===== src/rtl/mem_port_arbiter_if.sv =====
// Bundle of requester, RAM and debug signals shared by the arbiter and its environment.
interface mem_port_arbiter_if #(
  parameter int DATA_W = 64,
  parameter int ADDR_W = 16
);
  logic              req0;
  logic              we0;
  logic [ADDR_W-1:0] addr0;
  logic [DATA_W-1:0] wdata0;
  logic              gnt0;
  logic              rvalid0;
  logic [DATA_W-1:0] rdata0;

  logic              req1;
  logic              we1;
  logic [ADDR_W-1:0] addr1;
  logic [DATA_W-1:0] wdata1;
  logic              gnt1;
  logic              rvalid1;
  logic [DATA_W-1:0] rdata1;

  logic              mem_en;
  logic              mem_we;
  logic [ADDR_W-1:0] mem_addr;
  logic [DATA_W-1:0] mem_wdata;
  logic [DATA_W-1:0] mem_rdata;

  logic [3:0]        wait_cnt;

  modport slave (
    input  req0, we0, addr0, wdata0,
    input  req1, we1, addr1, wdata1,
    input  mem_rdata,
    output gnt0, rvalid0, rdata0,
    output gnt1, rvalid1, rdata1,
    output mem_en, mem_we, mem_addr, mem_wdata,
    output wait_cnt
  );

  modport master (
    output req0, we0, addr0, wdata0,
    output req1, we1, addr1, wdata1,
    output mem_rdata,
    input  gnt0, rvalid0, rdata0,
    input  gnt1, rvalid1, rdata1,
    input  mem_en, mem_we, mem_addr, mem_wdata,
    input  wait_cnt
  );
endinterface


===== src/rtl/mem_port_arbiter.sv =====
// Two-port fixed-priority arbiter for a single-port synchronous RAM, with port-1
// starvation forcing and owner-tagged routing of the 1-cycle-late read data.
module mem_port_arbiter #(
  parameter int DATA_W   = 64,
  parameter int ADDR_W   = 16,
  parameter int MAX_WAIT = 4
) (
  input  logic                    clk,
  input  logic                    rst,
  mem_port_arbiter_if.slave       bus
);
  localparam logic [3:0] LP_MAX_WAIT = 4'(MAX_WAIT);

  logic              w_force1;
  logic              w_gnt0;
  logic              w_gnt1;
  logic              w_mem_we;
  logic [ADDR_W-1:0] w_mem_addr;
  logic [DATA_W-1:0] w_mem_wdata;

  logic [3:0]        r_wait_cnt;
  logic              r_tag_vld;
  logic              r_tag_port;
  logic [DATA_W-1:0] r_rdata0;
  logic [DATA_W-1:0] r_rdata1;

  // Grant decision and RAM request mux
  always_comb begin
    w_force1    = (r_wait_cnt >= LP_MAX_WAIT);
    w_gnt0      = 1'b0;
    w_gnt1      = 1'b0;
    w_mem_we    = 1'b0;
    w_mem_addr  = '0;
    w_mem_wdata = '0;
    if (rst) begin
      w_gnt0 = 1'b0;
      w_gnt1 = 1'b0;
    end else if (bus.req1 && (w_force1 || !bus.req0)) begin
      w_gnt1      = 1'b1;
      w_mem_we    = bus.we1;
      w_mem_addr  = bus.addr1;
      w_mem_wdata = bus.wdata1;
    end else if (bus.req0) begin
      w_gnt0      = 1'b1;
      w_mem_we    = bus.we0;
      w_mem_addr  = bus.addr0;
      w_mem_wdata = bus.wdata0;
    end else begin
      w_gnt0 = 1'b0;
      w_gnt1 = 1'b0;
    end
  end

  // Starvation counter, read-owner tag and per-port read data holding registers
  always_ff @(posedge clk) begin
    if (rst) begin
      r_wait_cnt <= 4'd0;
      r_tag_vld  <= 1'b0;
      r_tag_port <= 1'b0;
      r_rdata0   <= '0;
      r_rdata1   <= '0;
    end else begin
      if (w_gnt1 || !bus.req1) begin
        r_wait_cnt <= 4'd0;
      end else if (r_wait_cnt != 4'd15) begin
        r_wait_cnt <= r_wait_cnt + 4'd1;
      end else begin
        r_wait_cnt <= r_wait_cnt;
      end
      r_tag_vld  <= (w_gnt0 || w_gnt1) && !w_mem_we;
      r_tag_port <= w_gnt1;
      if (r_tag_vld && !r_tag_port) begin
        r_rdata0 <= bus.mem_rdata;
      end else begin
        r_rdata0 <= r_rdata0;
      end
      if (r_tag_vld && r_tag_port) begin
        r_rdata1 <= bus.mem_rdata;
      end else begin
        r_rdata1 <= r_rdata1;
      end
    end
  end

  // The returning word is only present on mem_rdata during the valid cycle,
  // so it is passed through then and held by the port's register afterwards.
  assign bus.rvalid0   = r_tag_vld && !r_tag_port;
  assign bus.rvalid1   = r_tag_vld && r_tag_port;
  assign bus.rdata0    = bus.rvalid0 ? bus.mem_rdata : r_rdata0;
  assign bus.rdata1    = bus.rvalid1 ? bus.mem_rdata : r_rdata1;
  assign bus.gnt0      = w_gnt0;
  assign bus.gnt1      = w_gnt1;
  assign bus.mem_en    = w_gnt0 || w_gnt1;
  assign bus.mem_we    = w_mem_we;
  assign bus.mem_addr  = w_mem_addr;
  assign bus.mem_wdata = w_mem_wdata;
  assign bus.wait_cnt  = r_wait_cnt;
endmodule


===== src/flat_wrapper.sv =====
// flat-port wrapper written by rule: the top's interface ports become plain ports
module mem_port_arbiter_flat 
#(
  parameter int DATA_W   = 64,
  parameter int ADDR_W   = 16,
  parameter int MAX_WAIT = 4
)
  (clk, rst, bus_req0, bus_we0, bus_addr0, bus_wdata0, bus_req1, bus_we1, bus_addr1, bus_wdata1, bus_mem_rdata, bus_gnt0, bus_rvalid0, bus_rdata0, bus_gnt1, bus_rvalid1, bus_rdata1, bus_mem_en, bus_mem_we, bus_mem_addr, bus_mem_wdata, bus_wait_cnt);
  mem_port_arbiter_if #(.DATA_W(DATA_W), .ADDR_W(ADDR_W)) bus_i ();
  input  logic clk;
  input  logic rst;
  input wire logic [$bits(bus_i.req0)-1:0] bus_req0;
  input wire logic [$bits(bus_i.we0)-1:0] bus_we0;
  input wire logic [$bits(bus_i.addr0)-1:0] bus_addr0;
  input wire logic [$bits(bus_i.wdata0)-1:0] bus_wdata0;
  input wire logic [$bits(bus_i.req1)-1:0] bus_req1;
  input wire logic [$bits(bus_i.we1)-1:0] bus_we1;
  input wire logic [$bits(bus_i.addr1)-1:0] bus_addr1;
  input wire logic [$bits(bus_i.wdata1)-1:0] bus_wdata1;
  input wire logic [$bits(bus_i.mem_rdata)-1:0] bus_mem_rdata;
  output wire logic [$bits(bus_i.gnt0)-1:0] bus_gnt0;
  output wire logic [$bits(bus_i.rvalid0)-1:0] bus_rvalid0;
  output wire logic [$bits(bus_i.rdata0)-1:0] bus_rdata0;
  output wire logic [$bits(bus_i.gnt1)-1:0] bus_gnt1;
  output wire logic [$bits(bus_i.rvalid1)-1:0] bus_rvalid1;
  output wire logic [$bits(bus_i.rdata1)-1:0] bus_rdata1;
  output wire logic [$bits(bus_i.mem_en)-1:0] bus_mem_en;
  output wire logic [$bits(bus_i.mem_we)-1:0] bus_mem_we;
  output wire logic [$bits(bus_i.mem_addr)-1:0] bus_mem_addr;
  output wire logic [$bits(bus_i.mem_wdata)-1:0] bus_mem_wdata;
  output wire logic [$bits(bus_i.wait_cnt)-1:0] bus_wait_cnt;
  assign bus_i.req0 = bus_req0;
  assign bus_i.we0 = bus_we0;
  assign bus_i.addr0 = bus_addr0;
  assign bus_i.wdata0 = bus_wdata0;
  assign bus_i.req1 = bus_req1;
  assign bus_i.we1 = bus_we1;
  assign bus_i.addr1 = bus_addr1;
  assign bus_i.wdata1 = bus_wdata1;
  assign bus_i.mem_rdata = bus_mem_rdata;
  assign bus_gnt0 = bus_i.gnt0;
  assign bus_rvalid0 = bus_i.rvalid0;
  assign bus_rdata0 = bus_i.rdata0;
  assign bus_gnt1 = bus_i.gnt1;
  assign bus_rvalid1 = bus_i.rvalid1;
  assign bus_rdata1 = bus_i.rdata1;
  assign bus_mem_en = bus_i.mem_en;
  assign bus_mem_we = bus_i.mem_we;
  assign bus_mem_addr = bus_i.mem_addr;
  assign bus_mem_wdata = bus_i.mem_wdata;
  assign bus_wait_cnt = bus_i.wait_cnt;
  mem_port_arbiter #(.DATA_W(DATA_W), .ADDR_W(ADDR_W), .MAX_WAIT(MAX_WAIT)) u_core (.clk(clk), .rst(rst), .bus(bus_i));
endmodule

===== config.mk =====
export PLATFORM = sky130hd
export DESIGN_NAME = mem_port_arbiter_flat
export DESIGN_NICKNAME = d
export VERILOG_FILES = /design/src/rtl/mem_port_arbiter_if.sv /design/src/rtl/mem_port_arbiter.sv /design/src/flat_wrapper.sv
export SDC_FILE = /design/constraint.sdc
export NUM_CORES = 1
export LEC_CHECK = 0
export ABC_CLOCK_PERIOD_IN_PS = 2400
export BUFFER_PORTS_ARGS = -buffer_cell sky130_fd_sc_hd__buf_4
export CAP_MARGIN = 15
export CORE_AREA = 2 2 176 178
export DETAILED_ROUTE_END_ITERATION = 8
export DIE_AREA = 0 0 178 180
export RECOVER_POWER = 100
export SETUP_SLACK_MARGIN = 0.4
export SLEW_MARGIN = 30
export SYNTH_ARGS = -nofsm -noshare
export SYNTH_HDL_FRONTEND = slang
export SYNTH_SLANG_ARGS = --single-unit

===== constraint.sdc =====
create_clock -name clk -period 2.4 [get_ports clk]
set_input_delay 0.24 -clock clk [delete_from_list [all_inputs] [get_ports clk]]
set_output_delay 0.24 -clock clk [all_outputs]
set_load 0.01 [all_outputs]

==> flow_metrics.py, run 1 <==
metrics = {
    "run_status": {
        "status": "complete, but fails checks",
        "violations": "max-capacitance violations, max-slew violations",
    },
    "finish": {
        "synthToLayoutAreaGrowth_pct": 75.8,
        "final_util_pct": 35.4,
        "fin_cells": 1414,
        "final_common_cell": "buf_4",
        "drive_gt1_share_pct": 42.1,
        "nets": 1233,
        "multi_input_area_um2": 3250,
        "layout_common_cells": "buf_4, clkbuf_1, dfxtp_1",
        "filler_cell_count": 3170,
        "regArea_um2": 2690,
        "stdcell_area_um2": 10700,
    },
    "timing": {
        "finalCritPeriodShare_pct": 90.9,
        "period_needed_ns": 2.18,
        "setup_violations": 0,
        "slew_headroom_pct": -5.74,
        "finalHoldViolCount": 0,
        "worst_slew_pin_slew_ns": 1.59,
        "hold_ws_ns": 0.0464,
        "setup_ws_ns": 0.219,
        "slew_violations": 130,
        "fin_skew_ns": 0.0129,
        "fmax_mhz": 458,
        "rsz0062_at_grt": "true",
        "final.setup.tns_ns": 0,
    },
    "detailed_routing": {
        "drt_wl_total_um": 29800,
        "num_vias": 6020,
        "wl_per_cell_um": 21.1,
        "final_antenna_net_count": 0,
        "drc": 0,
        "dr.pass1.iters": 4,
        "first_iter_violations": 192,
        "via_per_inst": 4.26,
    },
    "critical_path": {
        "cp-end-kind": "primary output",
        "critPathBufInv": 3,
        "setup.worst_path.class": "reg -> out",
        "crit_slowest_cell": "dfxtp_1",
        "start_kind": "register",
        "path_delay_family": "buffers and inverters",
        "worst-path-max-fanout": 11,
        "rrSetupSlack_ns": 0.72,
        "crit-reg2reg-capture": "u_core.r_rdata0[2]",
        "crit_chain": "o21ai_2, and3b_1, clkbuf_4, buf_12, a22o_1, clkbuf_1",
        "regToRegStartpoint": "u_core.r_tag_port",
        "cpPeakStageDelay_ns": 0.34,
        "critPathRequiredTime_ns": 2.16,
        "rr_worst_depth": 5,
        "arrival_ns": 1.94,
    },
    "power_and_ir_drop": {
        "power_density_nw_per_um2": 581,
        "power.total_mw": 6.22,
        "p_leak_nw": 5.03,
        "ir_drop_uv": 363,
    },
    "worst_hold_path": {
        "hold_class": "in -> reg",
        "min-delay-start": "rst",
        "hold_depth": 2,
        "hold_end": "u_core.r_tag_vld",
    },
    "synth": {
        "synthFlopType": "dfxtp_1",
        "synthesis.area_um2": 6090,
        "yosysSeqAreaShare_pct": 44.1,
        "ys_ff_latch": 134,
        "synth_edf_count": 0,
        "netlist_instances": 540,
        "syn_avg_cell_area_um2": 11.3,
        "synth.net_count": 771,
        "yosys.cell_types.count": 28,
        "ys_warn_count": 0,
        "ys_async_sr_fraction_pct": 0,
    },
    "global_route": {
        "grt_overflow_total": 0,
        "grt_usage_pct": 16.9,
        "grt_antenna_before_repair": 4,
        "grt_max_degree": 130,
        "grt_pass1_wl_um": 39600,
        "grt_pass1_vias": 6076,
    },
    "place": {
        "gp_routability_congestion": 0.842,
        "place_ws_ns": 0.548,
        "hpwl_um": 21100,
        "io_buffers": 447,
        "placed_area_um2": 9780,
        "dp.cells": 1345,
    },
    "floorplan": {
        "dieArea_um2": 32000,
        "row_count": 64,
        "initial_core_util_pct": 20.2,
        "ios": 448,
        "die_w_um": 178,
        "fp.dieH_um": 180,
        "core_um2": 30200,
    },
    "run": {
        "maxCapViolCount": 1,
    },
    "clocking": {
        "clockBufferDepth": 2,
        "htree_levels": 4,
        "clock_latency_ns": 0.41,
        "tritoncts": "done",
        "clock-sinks": 134,
        "root_buffer": "clkbuf_16",
        "path_clk_slew_ns": 0.07,
        "cts_buffers": 17,
    },
}
logic make-up after synthesis:
logic type	count (synthesis)	synth area share (%)
compound gates	83	11.8
fa+ha+maj	1	0.206
other cells	1	0.0616
simple gates	145	15.0
buf+inv	48	5.20
flops	134	44.1
mux	128	23.7
cell type report:
type	instances	area share [%]
multi-input combinational	359	30.4
inverter	2	0.117
timing repair buffer	488	34.3
clock inverter	14	1.30
sequential	134	25.1
clock buffer	18	4.11
antenna	3	0.0702
tap	396	4.63
worst reg2reg max path, delay by kind of cell, from the launching register on:
kind,cells,cell delay [ns]
buffers and inverters,2,0.47
flip-flops,1,0.36
multiplexers,1,0.36
AND/OR/NAND/NOR,2,0.32
cell usage after synthesis, types with 2 or more instances:
library cell	count	share of area, %
a21oi_1	2	0.16
a22o_1	80	12
and2_1	2	0.21
buf_2	21	1.7
buf_8	8	2.0
clkbuf_1	14	0.86
dfxtp_1	134	44
mux2_1	113	21
mux2_2	15	2.8
nand3_1	2	0.16
nand3b_1	2	0.25
nor2_1	3	0.19
nor2b_1	129	13
flip-flops by register name, indices dropped and copies added, names as in the netlist:
name and count:
u_core.r_rdata0 64, u_core.r_rdata1 64, u_core.bus.wait_cnt 4, u_core.r_tag_port 1
u_core.r_tag_vld 1
how the worst max path moves through the flow:
stage                                      start                 to  slack (ns)  cells past startpoint
final                     u_core.bus.wait_cnt[3]  bus_mem_wdata[34]        0.22                      6
after global routing      u_core.bus.wait_cnt[3]  bus_mem_wdata[34]        0.11                      6
after CTS                 u_core.bus.wait_cnt[2]  bus_mem_wdata[21]        0.21                      5
after detailed placement  u_core.bus.wait_cnt[2]  bus_mem_wdata[26]        0.55                      5
after global placement                  bus_req0  bus_mem_wdata[26]        0.56                      6
after floorplan           u_core.bus.wait_cnt[3]  bus_mem_wdata[54]        0.79                      5
power by group:
group          switching (mW)  total, mW  internal [mW]
combinational           0.592       1.31          0.722
sequential             0.0192       2.31           2.29
clock                    1.11       2.60           1.49
what timing repair did:
action,CTS,global route
pin swaps,2,8
cloned,8,9
setup buffers,10,7
endpoints found under the setup margin,198,134
hold buffers,0,0
resized for setup,89,70
layer usage:
layer  global-route usage, %  vias up  wire (um)
met5                       0        -         12
met4                    4.66        2        599
met3                    5.71       30       2580
met2                    30.8      264      15500
met1                    18.3     2890      11100
li1                        -     2834          -
Power figures use the tool's default switching activity.
==> run 2, diff against run 1 <==
--- a/config.mk
+++ b/config.mk
@@ -9,3 +9,3 @@
 export BUFFER_PORTS_ARGS = -buffer_cell sky130_fd_sc_hd__buf_4
-export CAP_MARGIN = 15
+export CAP_MARGIN = 20
 export CORE_AREA = 2 2 176 178
==> constraint.sdc (replaced) <==
create_clock -name clk -period 2.4 [get_ports clk]
set_input_delay 0.36 -clock clk [delete_from_list [all_inputs] [get_ports clk]]
set_output_delay 0.36 -clock clk [all_outputs]
set_load 0.01 [all_outputs]
==> run 2 against run 1 <==
The flow now finishes without violations. Total power rose by 1.9%. Sequential power about the same. Register-to-register slack lost 0.03 ns. Critical endpoint is now bus_rdata0[23]. Cell area up 3.2%. Clock-buffer cell count is 3 higher. Via count grew 1.3%. Non-clock buffer count grew 14.
==> flow_metrics.py, run 2 (synthesized netlist as in run 1, its figures left out) <==
metrics = {
    "run_status": {
        "status": "finished, final reports clean",
    },
    "clocking": {
        "root_buffer": "clkbuf_16",
        "tritoncts": "done",
        "clock_latency_ns": 0.43,
        "clockBufferDepth": 2,
        "htree_levels": 4,
        "clock-sinks": 134,
        "cts_buffers": 17,
        "path_clk_slew_ns": 0.06,
    },
    "detailed_routing": {
        "dr.pass1.iters": 4,
        "via_per_inst": 4.25,
        "wl_per_cell_um": 21.9,
        "first_iter_violations": 263,
        "final_antenna_net_count": 0,
        "num_vias": 6101,
        "drc": 0,
        "drt_wl_total_um": 31400,
    },
    "timing": {
        "slew_violations": 0,
        "period_needed_ns": 2.27,
        "final.setup.tns_ns": 0,
        "hold_ws_ns": 0.118,
        "worst_slew_pin_slew_ns": 1.09,
        "setup_ws_ns": 0.130,
        "finalHoldViolCount": 0,
        "fin_skew_ns": 0.00771,
        "setup_violations": 0,
        "fmax_mhz": 440,
        "finalCritPeriodShare_pct": 94.6,
        "slew_headroom_pct": 27.3,
        "rsz0062_at_grt": "true",
    },
    "worst_hold_path": {
        "hold_end": "u_core.r_tag_vld",
        "hold_depth": 2,
        "min-delay-start": "rst",
        "hold_class": "in -> reg",
    },
    "power_and_ir_drop": {
        "p_leak_nw": 5.15,
        "power_density_nw_per_um2": 574,
        "clkPwrFrac_pct": 42.6,
        "power.total_mw": 6.34,
        "power_switching_mw": 1.68,
        "pwr-share-comb_pct": 20.9,
        "power.internal_mw": 4.66,
        "seqPwrFrac_pct": 36.5,
        "swShare_pct": 26.5,
        "ir_drop_uv": 457,
    },
    "critical_path": {
        "worst-path-max-fanout": 5,
        "start_kind": "register",
        "crit-reg2reg-capture": "u_core.r_rdata0[8]",
        "cp-end-kind": "primary output",
        "rrSetupSlack_ns": 0.69,
        "setup.worst_path.class": "reg -> out",
        "regToRegStartpoint": "u_core.r_tag_port",
        "arrival_ns": 1.91,
        "critPathRequiredTime_ns": 2.04,
        "rr_worst_depth": 7,
    },
    "place": {
        "io_buffers": 447,
        "place_ws_ns": 0.260,
        "gp_routability_congestion": 0.856,
        "hpwl_um": 22600,
        "dp.cells": 1350,
    },
    "global_route": {
        "grt_max_degree": 131,
        "grt_pass1_vias": 6210,
        "grt_overflow_total": 0,
        "grt_pass1_wl_um": 42200,
        "grt_usage_pct": 18.4,
        "grt_antenna_before_repair": 5,
    },
    "floorplan": {
        "die_w_um": 178,
        "row_count": 64,
        "initial_core_util_pct": 20.2,
        "fp.dieH_um": 180,
        "ios": 448,
        "core_um2": 30200,
        "dieArea_um2": 32000,
    },
    "finish": {
        "synthToLayoutAreaGrowth_pct": 81.4,
        "fin_cells": 1434,
        "nets": 1251,
        "final_common_cell": "buf_4",
        "drive_gt1_share_pct": 42.3,
        "layout_common_cells": "buf_4, clkbuf_1, dfxtp_1",
    },
    "run": {
        "maxCapViolCount": 0,
    },
}
## run 2: how the worst max path moves through the flow
stage / start / endpoint / slack [ns] / depth (start not counted)
after floorplan: u_core.bus.wait_cnt[3] / bus_mem_wdata[54] / 0.67 / 5
after detailed placement: bus_req0 / bus_mem_wdata[16] / 0.26 / 6
after global placement: bus_req0 / bus_mem_wdata[16] / 0.28 / 6
after global routing: u_core.bus.wait_cnt[2] / bus_mem_wdata[37] / 0.05 / 5
final: u_core.r_tag_port / bus_rdata0[23] / 0.13 / 6
after CTS: u_core.r_tag_port / bus_rdata1[24] / 0.11 / 5
## run 2: layout make-up
class	count	area, um^2
antenna	5	12.5
clock buffer	21	480
clock inverter	11	123
fill	3181	19200
inverter	2	20.0
multi-input combinational	363	3350
sequential	134	2690
tap	396	495
timing repair buffer	502	3870
## run 2: critical path, stage by stage, from the launching register on
cell and delay, ns:
dfxtp_1 0.44, nand2b_4 0.21, buf_12 0.11, buf_8 0.10
clkbuf_16 0.14, mux2_1 0.34, buf_6 0.13
## run 2: power groups by stage
stage	logic (mW)	clock network (mW)	registers, mW
after floorplan	0.488	0	2.35
after global placement	1.23	0	2.36
after detailed placement	1.24	0	2.36
after CTS	1.42	2.79	2.31
after global routing	1.41	2.88	2.32
final	1.32	2.70	2.31
## run 2: per-layer routing
| metal | track usage (%) | share of wire (%) |
|---|---|---|
| met5 | 0 | 0 |
| met4 | 7.08 | 2.5 |
| met2 | 32.7 | 52 |
| met3 | 5.39 | 8.3 |
| met1 | 20.3 | 38 |
## run 2: what timing repair did
item	CTS	global route
hold buffers	0	0
buffers inserted	20	11
pin swaps	5	22
gates resized for setup	119	219
setup endpoints to repair	211	211
gates cloned	11	5
## run 2: metrics by stage
step / utilization, % / cell area (um^2)
final: 36.6 / 11000
after floorplan: - / 6090
after global placement: 32.6 / 9850
after global routing: 36.6 / 11000
after CTS: 37.7 / 11400
after detailed placement: 32.6 / 9850
